[src/rtl/pipe_stage_regs_pkg.sv]
// Shared constants and types for the pipeline stage register slice.
package pipe_stage_regs_pkg;

  // Bit positions inside the 8-bit control bundle
  // {RegWrite, MemtoReg, MemWrite, ALUControl[2:0], ALUSrc, RegDst}
  localparam int CTRL_W        = 8;
  localparam int CTRL_REGWRITE = 7;
  localparam int CTRL_MEMTOREG = 6;
  localparam int CTRL_MEMWRITE = 5;
  localparam int CTRL_ALU_HI   = 4;
  localparam int CTRL_ALU_LO   = 2;
  localparam int CTRL_ALUSRC   = 1;
  localparam int CTRL_REGDST   = 0;

  // Execute-stage forward select encodings; 2'b11 falls back to the register value
  localparam logic [1:0] FWD_REG = 2'b00;
  localparam logic [1:0] FWD_WB  = 2'b01;
  localparam logic [1:0] FWD_MEM = 2'b10;

  localparam logic [31:0] NOP_INSTR = 32'h0;
  localparam logic [31:0] PC_RESET  = 32'h0;

  // IF/ID payload
  typedef struct packed {
    logic [31:0] instr;
    logic [31:0] pcplus4;
  } ifid_t;

  // ID/EX payload; an all-zero value is a bubble (RegWrite=MemWrite=0)
  typedef struct packed {
    logic [CTRL_W-1:0] ctrl;
    logic [31:0]       rd1;
    logic [31:0]       rd2;
    logic [31:0]       imm;
    logic [4:0]        rs;
    logic [4:0]        rt;
    logic [4:0]        rd;
  } idex_t;

  // Execute operand select: register file, writeback result or memory-stage ALU result
  function automatic logic [31:0] fwd_sel(input logic [1:0]  sel,
                                          input logic [31:0] reg_v,
                                          input logic [31:0] wb_v,
                                          input logic [31:0] mem_v);
    logic [31:0] r;
    case (sel)
      FWD_WB:  r = wb_v;
      FWD_MEM: r = mem_v;
      default: r = reg_v;
    endcase
    return r;
  endfunction

endpackage

[src/rtl/pipe_stage_regs_reg.sv]
// Generic pipeline register: enable to load, synchronous clear to zero, async active-low reset.
module pipe_reg #(
  parameter int          W         = 32,
  parameter logic [W-1:0] RESET_VAL = '0
) (
  input  logic         i_clk,
  input  logic         i_rst_n,
  input  logic         i_en,
  input  logic         i_clr,
  input  logic [W-1:0] i_d,
  output logic [W-1:0] o_q
);

  logic [W-1:0] r_q;

  // Hold when disabled; clear wins over load only when enabled, so a hold beats a flush
  always_ff @(posedge i_clk or negedge i_rst_n) begin
    if (!i_rst_n)     r_q <= RESET_VAL;
    else if (i_en) begin
      if (i_clr)      r_q <= '0;
      else            r_q <= i_d;
    end
  end

  assign o_q = r_q;

endmodule

[src/rtl/pipe_stage_regs.sv]
// PC, IF/ID and ID/EX registers with hazard controls, operand forwarding
// muxes and saturating stall/flush performance counters.
module pipe_stage_regs
  import pipe_stage_regs_pkg::*;
(
  input  logic        Clk,
  input  logic        Rst_n,
  input  logic        StallF,
  input  logic        StallD,
  input  logic        FlushE,
  input  logic        PCSrcD,
  input  logic [31:0] PCNextF,
  output logic [31:0] PCF,
  input  logic [31:0] InstrF,
  input  logic [31:0] PCPlus4F,
  output logic [31:0] InstrD,
  output logic [31:0] PCPlus4D,
  input  logic [7:0]  CtrlD,
  output logic [7:0]  CtrlE,
  input  logic [31:0] RD1D,
  input  logic [31:0] RD2D,
  input  logic [31:0] SignImmD,
  input  logic [4:0]  RsD,
  input  logic [4:0]  RtD,
  input  logic [4:0]  RdD,
  output logic [31:0] RD1E,
  output logic [31:0] RD2E,
  output logic [31:0] SignImmE,
  output logic [4:0]  RsE,
  output logic [4:0]  RtE,
  output logic [4:0]  RdE,
  input  logic        ForwardAD,
  input  logic        ForwardBD,
  input  logic [1:0]  ForwardAE,
  input  logic [1:0]  ForwardBE,
  input  logic [31:0] ALUOutM,
  input  logic [31:0] ResultW,
  output logic [31:0] CmpAD,
  output logic [31:0] CmpBD,
  output logic [31:0] SrcAE,
  output logic [31:0] WriteDataE,
  output logic [31:0] StallCount,
  output logic [31:0] FlushCount
);

  ifid_t       w_ifid_d, w_ifid_q;
  idex_t       w_idex_d, w_idex_q;
  logic        w_flush_evt;
  logic [31:0] r_stall_cnt;
  logic [31:0] r_flush_cnt;

  // ---------------- PC ----------------
  pipe_reg #(.W(32), .RESET_VAL(PC_RESET)) u_pc (
    .i_clk(Clk), .i_rst_n(Rst_n), .i_en(~StallF), .i_clr(1'b0),
    .i_d(PCNextF), .o_q(PCF)
  );

  // ---------------- IF/ID ----------------
  assign w_ifid_d = '{instr: InstrF, pcplus4: PCPlus4F};

  // Taken branch squashes the fetched instruction into a nop (NOP_INSTR is zero)
  pipe_reg #(.W($bits(ifid_t))) u_ifid (
    .i_clk(Clk), .i_rst_n(Rst_n), .i_en(~StallD), .i_clr(PCSrcD),
    .i_d(w_ifid_d), .o_q(w_ifid_q)
  );

  assign InstrD   = w_ifid_q.instr;
  assign PCPlus4D = w_ifid_q.pcplus4;

  // ---------------- ID/EX ----------------
  assign w_idex_d = '{ctrl: CtrlD, rd1: RD1D, rd2: RD2D, imm: SignImmD,
                      rs: RsD, rt: RtD, rd: RdD};

  // Never holds; a flush loads an all-zero bubble
  pipe_reg #(.W($bits(idex_t))) u_idex (
    .i_clk(Clk), .i_rst_n(Rst_n), .i_en(1'b1), .i_clr(FlushE),
    .i_d(w_idex_d), .o_q(w_idex_q)
  );

  assign CtrlE    = w_idex_q.ctrl;
  assign RD1E     = w_idex_q.rd1;
  assign RD2E     = w_idex_q.rd2;
  assign SignImmE = w_idex_q.imm;
  assign RsE      = w_idex_q.rs;
  assign RtE      = w_idex_q.rt;
  assign RdE      = w_idex_q.rd;

  // ---------------- Forwarding ----------------
  assign CmpAD      = ForwardAD ? ALUOutM : RD1D;
  assign CmpBD      = ForwardBD ? ALUOutM : RD2D;
  assign SrcAE      = fwd_sel(ForwardAE, RD1E, ResultW, ALUOutM);
  assign WriteDataE = fwd_sel(ForwardBE, RD2E, ResultW, ALUOutM);

  // ---------------- Performance counters ----------------
  // A stalled decode suppresses the branch flush, so it is not counted either
  assign w_flush_evt = FlushE | (PCSrcD & ~StallD);

  // Saturating stall counter; assigned every cycle so it always tracks its next value
  always_ff @(posedge Clk or negedge Rst_n) begin
    if (!Rst_n)                                  r_stall_cnt <= '0;
    else if (StallD && (r_stall_cnt != '1))      r_stall_cnt <= r_stall_cnt + 32'd1;
    else                                         r_stall_cnt <= r_stall_cnt;
  end

  // Saturating flush counter; one count per cycle even when both flush sources fire
  always_ff @(posedge Clk or negedge Rst_n) begin
    if (!Rst_n)                                  r_flush_cnt <= '0;
    else if (w_flush_evt && (r_flush_cnt != '1)) r_flush_cnt <= r_flush_cnt + 32'd1;
    else                                         r_flush_cnt <= r_flush_cnt;
  end

  assign StallCount = r_stall_cnt;
  assign FlushCount = r_flush_cnt;

endmodule

[config.mk]
export PLATFORM = sky130hd
export DESIGN_NAME = pipe_stage_regs
export DESIGN_NICKNAME = d
export VERILOG_FILES = /design/src/rtl/pipe_stage_regs_pkg.sv /design/src/rtl/pipe_stage_regs_reg.sv /design/src/rtl/pipe_stage_regs.sv
export SDC_FILE = /design/constraint.sdc
export NUM_CORES = 1
export LEC_CHECK = 0
export BUFFER_PORTS_ARGS = -buffer_cell sky130_fd_sc_hd__buf_2
export CAP_MARGIN = 20
export CORE_AREA = 8 8 265 267
export CTS_BUF_LIST = sky130_fd_sc_hd__clkbuf_4 sky130_fd_sc_hd__clkbuf_8
export CTS_CLUSTER_DIAMETER = 60
export DETAILED_ROUTE_END_ITERATION = 7
export DIE_AREA = 0 0 273 275
export PLACE_DENSITY = 0.38
export SETUP_SLACK_MARGIN = 0.2
export SLEW_MARGIN = 40
export SYNTH_ARGS = -nofsm -noshare
export SYNTH_HDL_FRONTEND = slang
export SYNTH_SLANG_ARGS = --single-unit
[constraint.sdc]
create_clock -name Clk -period 2.6 [get_ports Clk]
set_input_delay 0.26 -clock Clk [delete_from_list [all_inputs] [get_ports Clk]]
set_output_delay 0.26 -clock Clk [all_outputs]
set_load 0.02 [all_outputs]
Word level (Yosys, flattened, before mapping)
Cells that the tools add are included.
- bits of input ports: 291
- output and inout port bits: 407
- register bits after elaboration: 279
- word-level logic and storage cells: 24
- mux-type cells: 6
- bitwise logic cells: 3
- add/subtract/negate cells: 2
- reduce and logical (&&, ||, !) cells: 2
- eq/ne operators: 6
- operators by type and width (kind ; count):
    $pmux 32 s2 ; 2
    $mux 119 ; 1
    $add 32x1->32 const B ; 2
    $mux 32 ; 2
    $mux 64 ; 1
    $ne 32x32->1 const B ; 2
    $eq 2x1->1 const B ; 2
    $eq 2x2->1 const B ; 2
    $logic_and 1x1->1 ; 2
    $and 1x1->1 ; 1
    $not 1->1 ; 1
    $or 1x1->1 ; 1

Logic depth before layout (Yosys ltp)
Gate-level depths: netlist of the first run.
- word-level depth: 4
- mapped depth: 7
- gate-level depth less buffers: 6

Modules after synthesis
From an unflattened synthesis of the first run, not the netlist that was laid out.
- cell total of the unflattened synthesis: 1504
- area, all modules: 14308.7 µm²
- by module, submodules not included (module ; seq. area each (µm²) ; instances ; cells each ; area each (µm²)):
    pipe_reg (u_idex) ; 2977.9 ; 1 ; 515 ; 5170.0
    pipe_stage_regs ; 1601.5 ; 1 ; 575 ; 4957.3
    pipe_reg (u_ifid) ; 1601.5 ; 1 ; 276 ; 2773.9
    pipe_reg (u_pc) ; 800.8 ; 1 ; 138 ; 1407.6

Least setup slack after synthesis of the first run
No wires, ideal clock.
- kind: reg2reg
- from: register r_flush_cnt[16] (netlist: FlushCount[16])
- to: register r_flush_cnt[28] (netlist: FlushCount[28])
- arrival time: 1.812 ns
- required time: 2.520 ns
- setup time: 0.080 ns
- buffers on the path: 0
- stages on the path, launching flop included: 6
- setup slack: 0.709 ns
- period minus slack after synthesis: 1.891 ns
- path through: dfrtp_1 -> nand4_1 -> or4_4 -> or3_4 -> nor2_2 -> xor2_1
- cells in the longest elaborated chain, start to end: 2
- elaborated cells between the ends (all ways): 3
- those cells by class: 1 x add/sub; 1 x eq/ne; 1 x reduce/logical
- ends and longest elaborated chain (element ; line ; source):
    from (decl) ; pipe_stage_regs.sv:50 ; logic [31:0] r_flush_cnt;
    from (signal assigned) ; pipe_stage_regs.sv:108 ; else if (w_flush_evt && (r_flush_cnt != '1)) r_flush_cnt <= r_flush_cnt + 32'd1;
    from (signal assigned) ; pipe_stage_regs.sv:109 ; else r_flush_cnt <= r_flush_cnt;
    parallel branches: the longest is 2 deep, another holds $add 32x1->32 ; n/a ;
Several ways; the timed one is not identified.
A chain may end at the register's enable or synchronous reset.

Final worst setup path of the first run
- from: input port ForwardBE[0]
- to: output port WriteDataE[6]
- cells in the longest elaborated chain, start to end: 2
- elaborated cells between the ends (all ways): 3
- those cells by class: 2 x eq/ne; 1 x mux
- ends and longest elaborated chain (element ; line ; source):
    from (decl) ; pipe_stage_regs.sv:35 ; input logic [1:0] ForwardBE,
    $eq 2x2->1 or $eq 2x1->1 (tied branches) ; pipe_stage_regs_pkg.sv:46 ; case (sel)
    $pmux 32 s2 (*) ; pipe_stage_regs_pkg.sv:46 ;
    to (decl) ; pipe_stage_regs.sv:41 ; output logic [31:0] WriteDataE,
Every way passes the cells marked *; elsewhere a longest branch is shown, timed or not.

==> results.toml, run 1 <==
[grt]
grt_pass1_wl_mm = 92.0
antenna_found_initial = 10
grt_pass1_vias = 13735
grt_max_degree = 114
grt.total_usage_pct = 16.0
grt_overflow = 0

[yosys]
syn_nets = 1491
synth_compound_area_share_pct = 9.52
seq_area_frac_synth_pct = 55.0
ys_seq_elements = 279
synthMuxAreaShare_pct = 8.69
synth_top_family_by_area = "simple AND/OR/NAND/NOR gates"
synth_cell_types = 42
syn_avg_cell_area_um2 = 10.6
synth_top_area_share_pct = 55.0
synth_area_leaders = "dfrtp_1 55%, mux2_2 8.7%, nor2b_1 5.9%"
yosys_warnings = 0
async_flop_share_pct = 100
synth-main-ff-cell = "dfrtp_1"
yosys.area_share.simple_pct = 19.6
synth_xor_area_share_pct = 4.07
synth_cells = 1194
synth_common_cells = "279 x dfrtp_1, 153 x nand2_1, 128 x o21ai_0"
synth_edf_count = 0
synthAdderAreaFrac_pct = 0.591
yosysMostFrequentCell = "dfrtp_1"
syn_area_um2 = 12700
synth.largest_area_cell = "dfrtp_1"

[clock_tree]
cts_root_buf = "clkbuf_8"
cts_tree = "done"
cts_made_buffers = 56
insertion_delay_ns = 0.63
cts_sinks = 279
postCtsSetupBuffers = 0
path_clk_slew_ns = 0.06
clockBufferDepth = 3
htree_levels = 2

[cells_and_area]
fin_cells = 3036
fin_nets = 2419
area_growth_pct = 63.4
fillers = 6999
drive_above_1_share_pct = 43.3

[worst_setup_path]
worstSetupPathType = "in -> out"
end_kind = "output port"
crit_fanout = 34
cp-startpoint = "ForwardBE[0]"
cp.arrival_ns = 2.00
r2r-start = "FlushCount[17]$_DFFE_PN0P_"
startpoint_type = "input port"
cp_data_required_time_ns = 2.34

[floorplan]
core_area_um2 = 66300
row_count = 95
dieWidth_um = 273
start_util_pct = 19.1
dieArea_um2 = 75100
die_y_um = 275
boundaryPins = 698

[worst_hold_path]
hp-class = "in -> async"

[pwr]
internal-power_w = 0.00870
p_seq_share_pct = 38.9
powerDensity_nw_per_um2 = 613
power_w = 0.0127
clkPwrFrac_pct = 38.2
p_switching_w = 0.00402
sw_frac_of_total_pct = 31.6
combPwrFrac_pct = 22.8
ir_drop_v = 0.000354
leakagePower_nw = 10.2

[sta]
grt_setup_unrepaired = "false"
max_freq_mhz = 442
slew_viol_final = 0
period_needed_ns = 2.26
fin_skew_ns = 0.0201
hold_violations = 0
slew_headroom_pct = 50.0
setup-violations-final = 0
setup-tns-final_ns = 0
fin_crit_sh_pct = 87.0
worst_pin_slew_ns = 0.750

[detailed_routing]
wire_per_inst_um = 20.6
drc = 0
drtPass1Iterations = 5
drt-initial-drc-count = 540
wirelength_mm = 62.5
num_vias = 12645
drt.antenna.violating_nets = 0
via_per_inst = 4.17

[place]
io_buffers = 697
dp_hpwl_mm = 49.3
gp_congestion = 0.867
dp_cells = 2714

[run_status]
status = "complete, no violations"

[run]
max_cap_viol_count = 0
[flip-flops by register name, summed over array words and instances, names as in the netlist]
signal	cells
u_idex.o_q	119
u_ifid.o_q	64
FlushCount	32
StallCount	32
u_pc.o_q	32
[repair_timing]
action                     4_1_cts  5_1_grt
setup endpoints to repair        2        0
hold buffers                   223        0
hold endpoints to repair       365        0
gates resized for setup          2        0
[area by class of cell]
type / count / area [um2] / share of cell area [%]
timing repair buffer: 946 / 6010 / 29.0
clock buffer: 86 / 1100 / 5.29
inverter: 8 / 30.0 / 0.145
antenna: 3 / 7.51 / 0.0362
multi-input combinational: 831 / 5400 / 26.0
tap: 873 / 1090 / 5.27
sequential: 279 / 6980 / 33.7
clock inverter: 10 / 125 / 0.603
[through the flow]
stage	setup slack (ns)	utilization [%]	hold slack [ns]	area [um2]
2_1_floorplan	0.709	-	-0.0356	12700
3_3_place_gp	0.161	26.0	0.235	17300
3_5_place_dp	0.185	26.0	0.232	17300
4_1_cts	0.245	31.3	0.107	20700
5_1_grt	0.229	31.3	0.136	20700
6_report	0.338	31.3	0.168	20700
[cell usage in the layout, fill, tap and decap left out, types with 2 or more instances in the layout]
| cell | Yosys | layout |
|---|---|---|
| a21oi_1 | 2 | 2 |
| a22oi_1 | 64 | 64 |
| a31oi_1 | 4 | 4 |
| and2_1 | 4 | 4 |
| and3_1 | 13 | 13 |
| and3_2 | 5 | 5 |
| and4_1 | 4 | 4 |
| buf_12 | 0 | 6 |
| buf_2 | 2 | 694 |
| buf_4 | 0 | 22 |
| bufinv_16 | 0 | 2 |
| clkbuf_4 | 0 | 14 |
| clkbuf_8 | 0 | 72 |
| clkinv_2 | 0 | 2 |
| clkinvlp_4 | 0 | 4 |
| dfrtp_1 | 279 | 279 |
| diode_2 | 0 | 3 |
| dlygate4sd3_1 | 0 | 223 |
| ha_1 | 6 | 4 |
| ha_2 | 0 | 2 |
| inv_1 | 8 | 8 |
| mux2_2 | 98 | 98 |
| nand2_1 | 153 | 153 |
| nand2b_1 | 63 | 63 |
| nand3_1 | 18 | 18 |
| nand4_1 | 32 | 32 |
| nor2_1 | 19 | 19 |
| nor2_2 | 2 | 2 |
| nor2b_1 | 119 | 119 |
| nor3_1 | 11 | 11 |
| nor4_1 | 6 | 6 |
| nor4b_1 | 3 | 3 |
| o21ai_0 | 128 | 126 |
| o21ai_1 | 0 | 2 |
| or2_2 | 3 | 3 |
| or3_1 | 2 | 2 |
| xnor2_1 | 40 | 40 |
| xor2_1 | 19 | 19 |
[final timing paths]
kind	end	slack [ns]	cells after the start
worst max-delay path	WriteDataE[6]	0.34	7
worst min-delay path	u_pc.o_q[8]$_DFFE_PN0N_	0.17	2
worst max register to register	FlushCount[1]$_DFFE_PN0P_	0.59	5
worst min register to register	u_ifid.o_q[29]$_DFFE_PN0N_	0.48	2
max in group asynchronous	u_idex.o_q[90]$_DFF_PN0_	1.62	3
min in group Clk	FlushCount[4]$_DFFE_PN0P_	0.25	4
[logic make-up after synthesis]
group / after synthesis
flops: 279
simple gates: 464
buf+inv: 84
compound gates: 204
fa+ha+maj: 6
mux: 98
xor+xnor: 59
[power groups by stage]
stage	Clock, W	Sequential (W)	Combinational, W
after floorplan	0	0.00538	0.000963
after global placement	0	0.00501	0.00270
after detailed placement	0	0.00503	0.00270
after CTS	0.00510	0.00495	0.00298
after global routing	0.00527	0.00500	0.00315
final	0.00486	0.00495	0.00291
[per-layer routing]
metal / global-route usage, % / share of wire [%] / up-vias
li1: - / - / 5985
met1: 17.8 / 38 / 6024
met2: 28.8 / 51 / 540
met3: 5.27 / 8.1 / 92
met4: 4.75 / 2.7 / 4
met5: 0 / 0.037 / -
[critical path: stages]
cell	delay [ns]
buf_2	0.10
inv_1	0.04
ha_2	0.73
buf_12	0.26
nand2_1	0.07
o21ai_1	0.26
buf_2	0.26
Note: power is estimated with default switching activity, not from simulation.
==> run 2: changes to the inputs <==
- REMOVE_ABC_BUFFERS: default -> 1
==> run 2 against run 1 <==
- die area is the same
- register-to-register slack lost 0.06 ns
- sequential power is essentially flat
- sequential cell count is the same
- largest power group unchanged
- final area is essentially flat
==> results.toml, run 2 (synthesis gave the netlist of run 1 again) <==
[run_status]
status = "complete, no violations"

[floorplan]
boundaryPins = 698
dieArea_um2 = 75100
core_area_um2 = 66300
dieWidth_um = 273
start_util_pct = 19.1
die_y_um = 275
row_count = 95

[worst_setup_path]
r2r-start = "FlushCount[16]$_DFFE_PN0P_"
cp_slowest_cell = "o21ai_0"
slowest_delay_ns = 0.53
path_cells = "buf_2, inv_1, ha_2, buf_12, a22oi_1, o21ai_0, buf_2"
crit_top_cell = "buf_2"
ff2ff_setup_slack_ns = 0.53
startpoint_type = "input port"
cp-startpoint = "ForwardBE[0]"
rr_endpoint = "FlushCount[1]$_DFFE_PN0P_"
endpoint = "WriteDataE[20]"
ff2ff_path_depth = 5
end_kind = "output port"
cp.arrival_ns = 1.92
cp_data_required_time_ns = 2.34
crit_fanout = 21
worstSetupPathType = "in -> out"

[clock_tree]
cts_sinks = 279
cts_root_buf = "clkbuf_8"
cts_made_buffers = 55
insertion_delay_ns = 0.63
clockBufferDepth = 3
cts_resized = 0
path_clk_slew_ns = 0.06
htree_levels = 2
postCtsSetupBuffers = 0
cts_hold_buf = 215
cts_tree = "done"

[pwr]
p_seq_share_pct = 38.9
sw_frac_of_total_pct = 32.0
internal-power_w = 0.00865
ir_drop_v = 0.000350
powerDensity_nw_per_um2 = 613
leakagePower_nw = 10.2
combPwrFrac_pct = 23.5
clkPwrFrac_pct = 37.5
p_switching_w = 0.00408

[sta]
max_freq_mhz = 459
fin_crit_sh_pct = 83.7
grt_setup_unrepaired = "false"
slew_viol_final = 0
hold_violations = 0
period_needed_ns = 2.18
fin_skew_ns = 0.0191
setup-violations-final = 0
setup-tns-final_ns = 0
slew_headroom_pct = 50.5
worst_hold_slack_ns = 0.0703
worst_pin_slew_ns = 0.742

[cells_and_area]
fillers = 6947
fin_nets = 2417
multi_input_area_um2 = 5400
final_cell_mix = "694 x buf_2, 279 x dfrtp_1, 215 x dlygate4sd3_1, 153 x nand2_1, 128 x o21ai_0"
area_growth_pct = 63.5
drive_above_1_share_pct = 43.8
largest_reg_flops = 119
regArea_um2 = 6980
final_area_um2 = 20700
final_common_cell = "buf_2"

[grt]
grt_pass1_wl_mm = 94.7
grt_overflow = 0
grt_max_degree = 107
grt_pass1_vias = 14012
grt.total_usage_pct = 16.8
antenna_found_initial = 9

[detailed_routing]
wirelength_mm = 65.8
drt.antenna.violating_nets = 0
num_vias = 12722
drc = 0
via_per_inst = 4.19
drtPass1Iterations = 5
drt-initial-drc-count = 577
wire_per_inst_um = 21.7

[worst_hold_path]
holdPathStages = 2
hp-class = "in -> reg"

[run]
max_cap_viol_count = 0

[place]
io_buffers = 697
postPlaceCellArea_um2 = 17400
gp_congestion = 0.864
dp_hpwl_mm = 52.0
-- run 2: metal layers --
layer | up-vias | routed length (um) | GRT usage (%)
li1 | 5975 | - | -
met1 | 6017 | 24500 | 18.2
met4 | 6 | 2430 | 6.52
met3 | 117 | 6800 | 6.98
met2 | 607 | 32100 | 29.2
met5 | - | 38 | 0
-- run 2: power by group through the flow --
stage,sequential (W),clock (W),combinational [W]
after global routing,0.00500,0.00518,0.00323
final,0.00496,0.00478,0.00299
after CTS,0.00496,0.00501,0.00305
after detailed placement,0.00503,0,0.00278
after floorplan,0.00538,0,0.000874
after global placement,0.00502,0,0.00278
-- run 2: metrics by stage --
| stage | power, W | instances | worst slack (ns) | utilization [%] |
|---|---|---|---|---|
| 6_report | 0.0127 | 3039 | 0.423 | 31.3 |
| 5_1_grt | 0.0134 | 3038 | 0.321 | 31.3 |
| 4_1_cts | 0.0130 | 3036 | 0.454 | 31.3 |
| 3_5_place_dp | 0.00781 | 2721 | 0.463 | 26.2 |
| 3_3_place_gp | 0.00780 | 2721 | 0.399 | 26.2 |
| 2_1_floorplan | 0.00625 | 1118 | 0.513 | - |
-- run 2: cell type report --
type / instances / area share, %
inverters: 8 / 0.145
repair buffers: 945 / 29.1
clock buffers: 94 / 5.42
multi-input cells: 831 / 26.0
clock inverters: 6 / 0.350
flip-flops and latches: 279 / 33.6
well taps: 873 / 5.26
diodes: 3 / 0.0362
-- run 2: critical path: cells and delay by family --
| kind | cells | cell delay [ns] |
|---|---|---|
| buffers and inverters | 4 | 0.66 |
| adders and majority gates | 1 | 0.35 |
| AOI/OAI and AO/OA | 2 | 0.63 |
-- run 2: how the worst min path moves through the flow --
| stage | startpoint | endpoint | slack (ns) |
|---|---|---|---|
| finish | FlushE | u_idex.o_q[44]$_DFF_PN0_ | 0.07 |
| global route | InstrF[15] | u_ifid.o_q[47]$_DFFE_PN0N_ | 0.01 |
| CTS | FlushE | u_idex.o_q[44]$_DFF_PN0_ | 0.01 |
| detailed placement | Rst_n | u_ifid.o_q[60]$_DFFE_PN0N_ | 0.33 |
| global placement | Rst_n | u_ifid.o_q[60]$_DFFE_PN0N_ | 0.33 |
| floorplan | Rst_n | FlushCount[0]$_DFFE_PN0P_ | -0.04 |
==> run 3: changes to the inputs <==
- PLACE_DENSITY: 0.38 -> 0.4
- clock period: 2.6 -> 1.9 ns (I/O delays scaled with it)
==> run 3 against run 2 <==
- register-to-register slack worse by 0.43 ns
- critical path depth is 2 lower
- die area stayed put
- critical path type is now reg -> reg
- largest power group is now clock
==> results.toml, run 3 (synthesis gave the netlist of run 1 again) <==
[run_status]
status = "complete, no violations"

[floorplan]
start_util_pct = 19.1
die_y_um = 275
dieArea_um2 = 75100
core_area_um2 = 66300
dieWidth_um = 273
row_count = 95
boundaryPins = 698

[pwr]
p_switching_w = 0.00565
clkPwrFrac_pct = 38.2
powerDensity_nw_per_um2 = 812
leakagePower_nw = 11.0
combPwrFrac_pct = 24.7
internal-power_w = 0.0124
sw_frac_of_total_pct = 31.4
p_seq_share_pct = 37.1
ir_drop_v = 0.000571

[cells_and_area]
fillers = 6874
fin_util_pct = 33.4
regArea_um2 = 6990
drive_above_1_share_pct = 48.7
area_growth_pct = 74.7
fin_nets = 2524
multi_input_area_um2 = 5780
largest_reg_flops = 119
final_common_cell = "buf_2"
final_cell_mix = "675 x buf_2, 275 x dfrtp_1, 219 x dlygate4sd3_1, 149 x nand2_1, 123 x buf_4"

[detailed_routing]
wirelength_mm = 65.0
drt-initial-drc-count = 626
drtPass1Iterations = 6
wire_per_inst_um = 20.7
num_vias = 13187
drt.antenna.violating_nets = 0
drc = 0
via_per_inst = 4.19

[clock_tree]
path_clk_slew_ns = 0.06
cts_made_buffers = 54
clockBufferDepth = 3
insertion_delay_ns = 0.62
htree_levels = 2
cts_sinks = 279
cts_tree = "done"
cts_root_buf = "clkbuf_8"

[sta]
hold_violations = 0
fin_skew_ns = 0.0154
fin_crit_sh_pct = 94.9
slew_viol_final = 0
setup-violations-final = 0
period_needed_ns = 1.80
grt_setup_unrepaired = "true"
max_freq_mhz = 554
slew_headroom_pct = 51.3
setup-tns-final_ns = 0
worst_pin_slew_ns = 0.730

[grt]
grt_pass1_wl_mm = 94.5
grt.total_usage_pct = 16.5
antenna_found_initial = 8
grt_pass1_vias = 14234
grt_max_degree = 129
grt_overflow = 0

[worst_setup_path]
worstSetupPathType = "reg -> reg"
critical_path.top_delay_family = "simple AND/OR/NAND/NOR gates"
cp_data_required_time_ns = 2.44
slowest_delay_ns = 0.53
critPathBufInv = 0
cp_slowest_cell = "or4_4"
startpoint_type = "register"
crit_fanout = 3
path_cells = "nand4_1, or4_4, or3_4, nor2_2, xor2_1"
cp.arrival_ns = 2.35
end_kind = "register"

[worst_hold_path]
hp-class = "in -> async"

[place]
gp_congestion = 0.838
io_buffers = 697
dp_hpwl_mm = 51.1

[run]
max_cap_viol_count = 0
## run 3: layer usage
layer,wire [um],vias to the layer above,global-route usage (%)
li1,-,6185,-
met1,25000,6325,18.5
met2,32300,574,29.2
met3,5790,101,5.82
met4,1930,2,5.03
met5,10,-,0
## run 3: final cells by class
class / count / share of cell area [%]
timing repair buffer: 1053 / 31.6
sequential: 279 / 31.5
multi-input combinational: 831 / 26.0
clock buffer: 87 / 5.00
tap: 873 / 4.93
clock inverter: 12 / 0.733
inverter: 8 / 0.135
antenna: 4 / 0.0451
## run 3: worst paths after layout
path	from	end	slack [ns]	cells after the start
setup / recovery	FlushCount[16]$_DFFE_PN0P_	FlushCount[28]$_DFFE_PN0P_	0.1	5
hold / removal	Rst_n	u_ifid.o_q[32]$_DFFE_PN0N_	0.09	2
setup reg to reg	FlushCount[16]$_DFFE_PN0P_	FlushCount[28]$_DFFE_PN0P_	0.1	5
hold reg to reg	u_ifid.o_q[18]$_DFFE_PN0N_	u_ifid.o_q[18]$_DFFE_PN0N_	0.48	2
max in group asynchronous	Rst_n	FlushCount[20]$_DFFE_PN0P_	1.06	3
min in group Clk	FlushE	u_idex.o_q[40]$_DFF_PN0_	0.09	3
## run 3: power by group through the flow
| stage | logic, W | registers [W] | clock network (W) |
|---|---|---|---|
| final | 0.00445 | 0.00669 | 0.00687 |
| after global routing | 0.00480 | 0.00675 | 0.00746 |
| after CTS | 0.00448 | 0.00669 | 0.00717 |
| after detailed placement | 0.00402 | 0.00679 | 0 |
| after global placement | 0.00402 | 0.00678 | 0 |
| after floorplan | 0.00120 | 0.00736 | 0 |
## run 3: metrics by stage
| stage | hold WS, ns | cell area [um2] | std cells | worst slack (ns) | power, W |
|---|---|---|---|---|---|
| after floorplan | -0.106 | 12400 | 1118 | -0.116 | 0.00856 |
| after global placement | 0.135 | 17800 | 2773 | -0.136 | 0.0108 |
| after detailed placement | 0.134 | 17800 | 2773 | -0.159 | 0.0108 |
| after CTS | 0.0174 | 21700 | 3112 | 0.0480 | 0.0183 |
| after global routing | 0.0481 | 22200 | 3145 | 0.00911 | 0.0190 |
| final | 0.0881 | 22200 | 3147 | 0.0961 | 0.0180 |
## run 3: repair_timing
action	4_1_cts	5_1_grt
hold endpoints to repair	495	0
resized for setup	79	62
endpoints found under the setup margin	71	68
gates cloned	0	2
hold buffers	219	0
buffers inserted	21	29
pin swaps	9	40
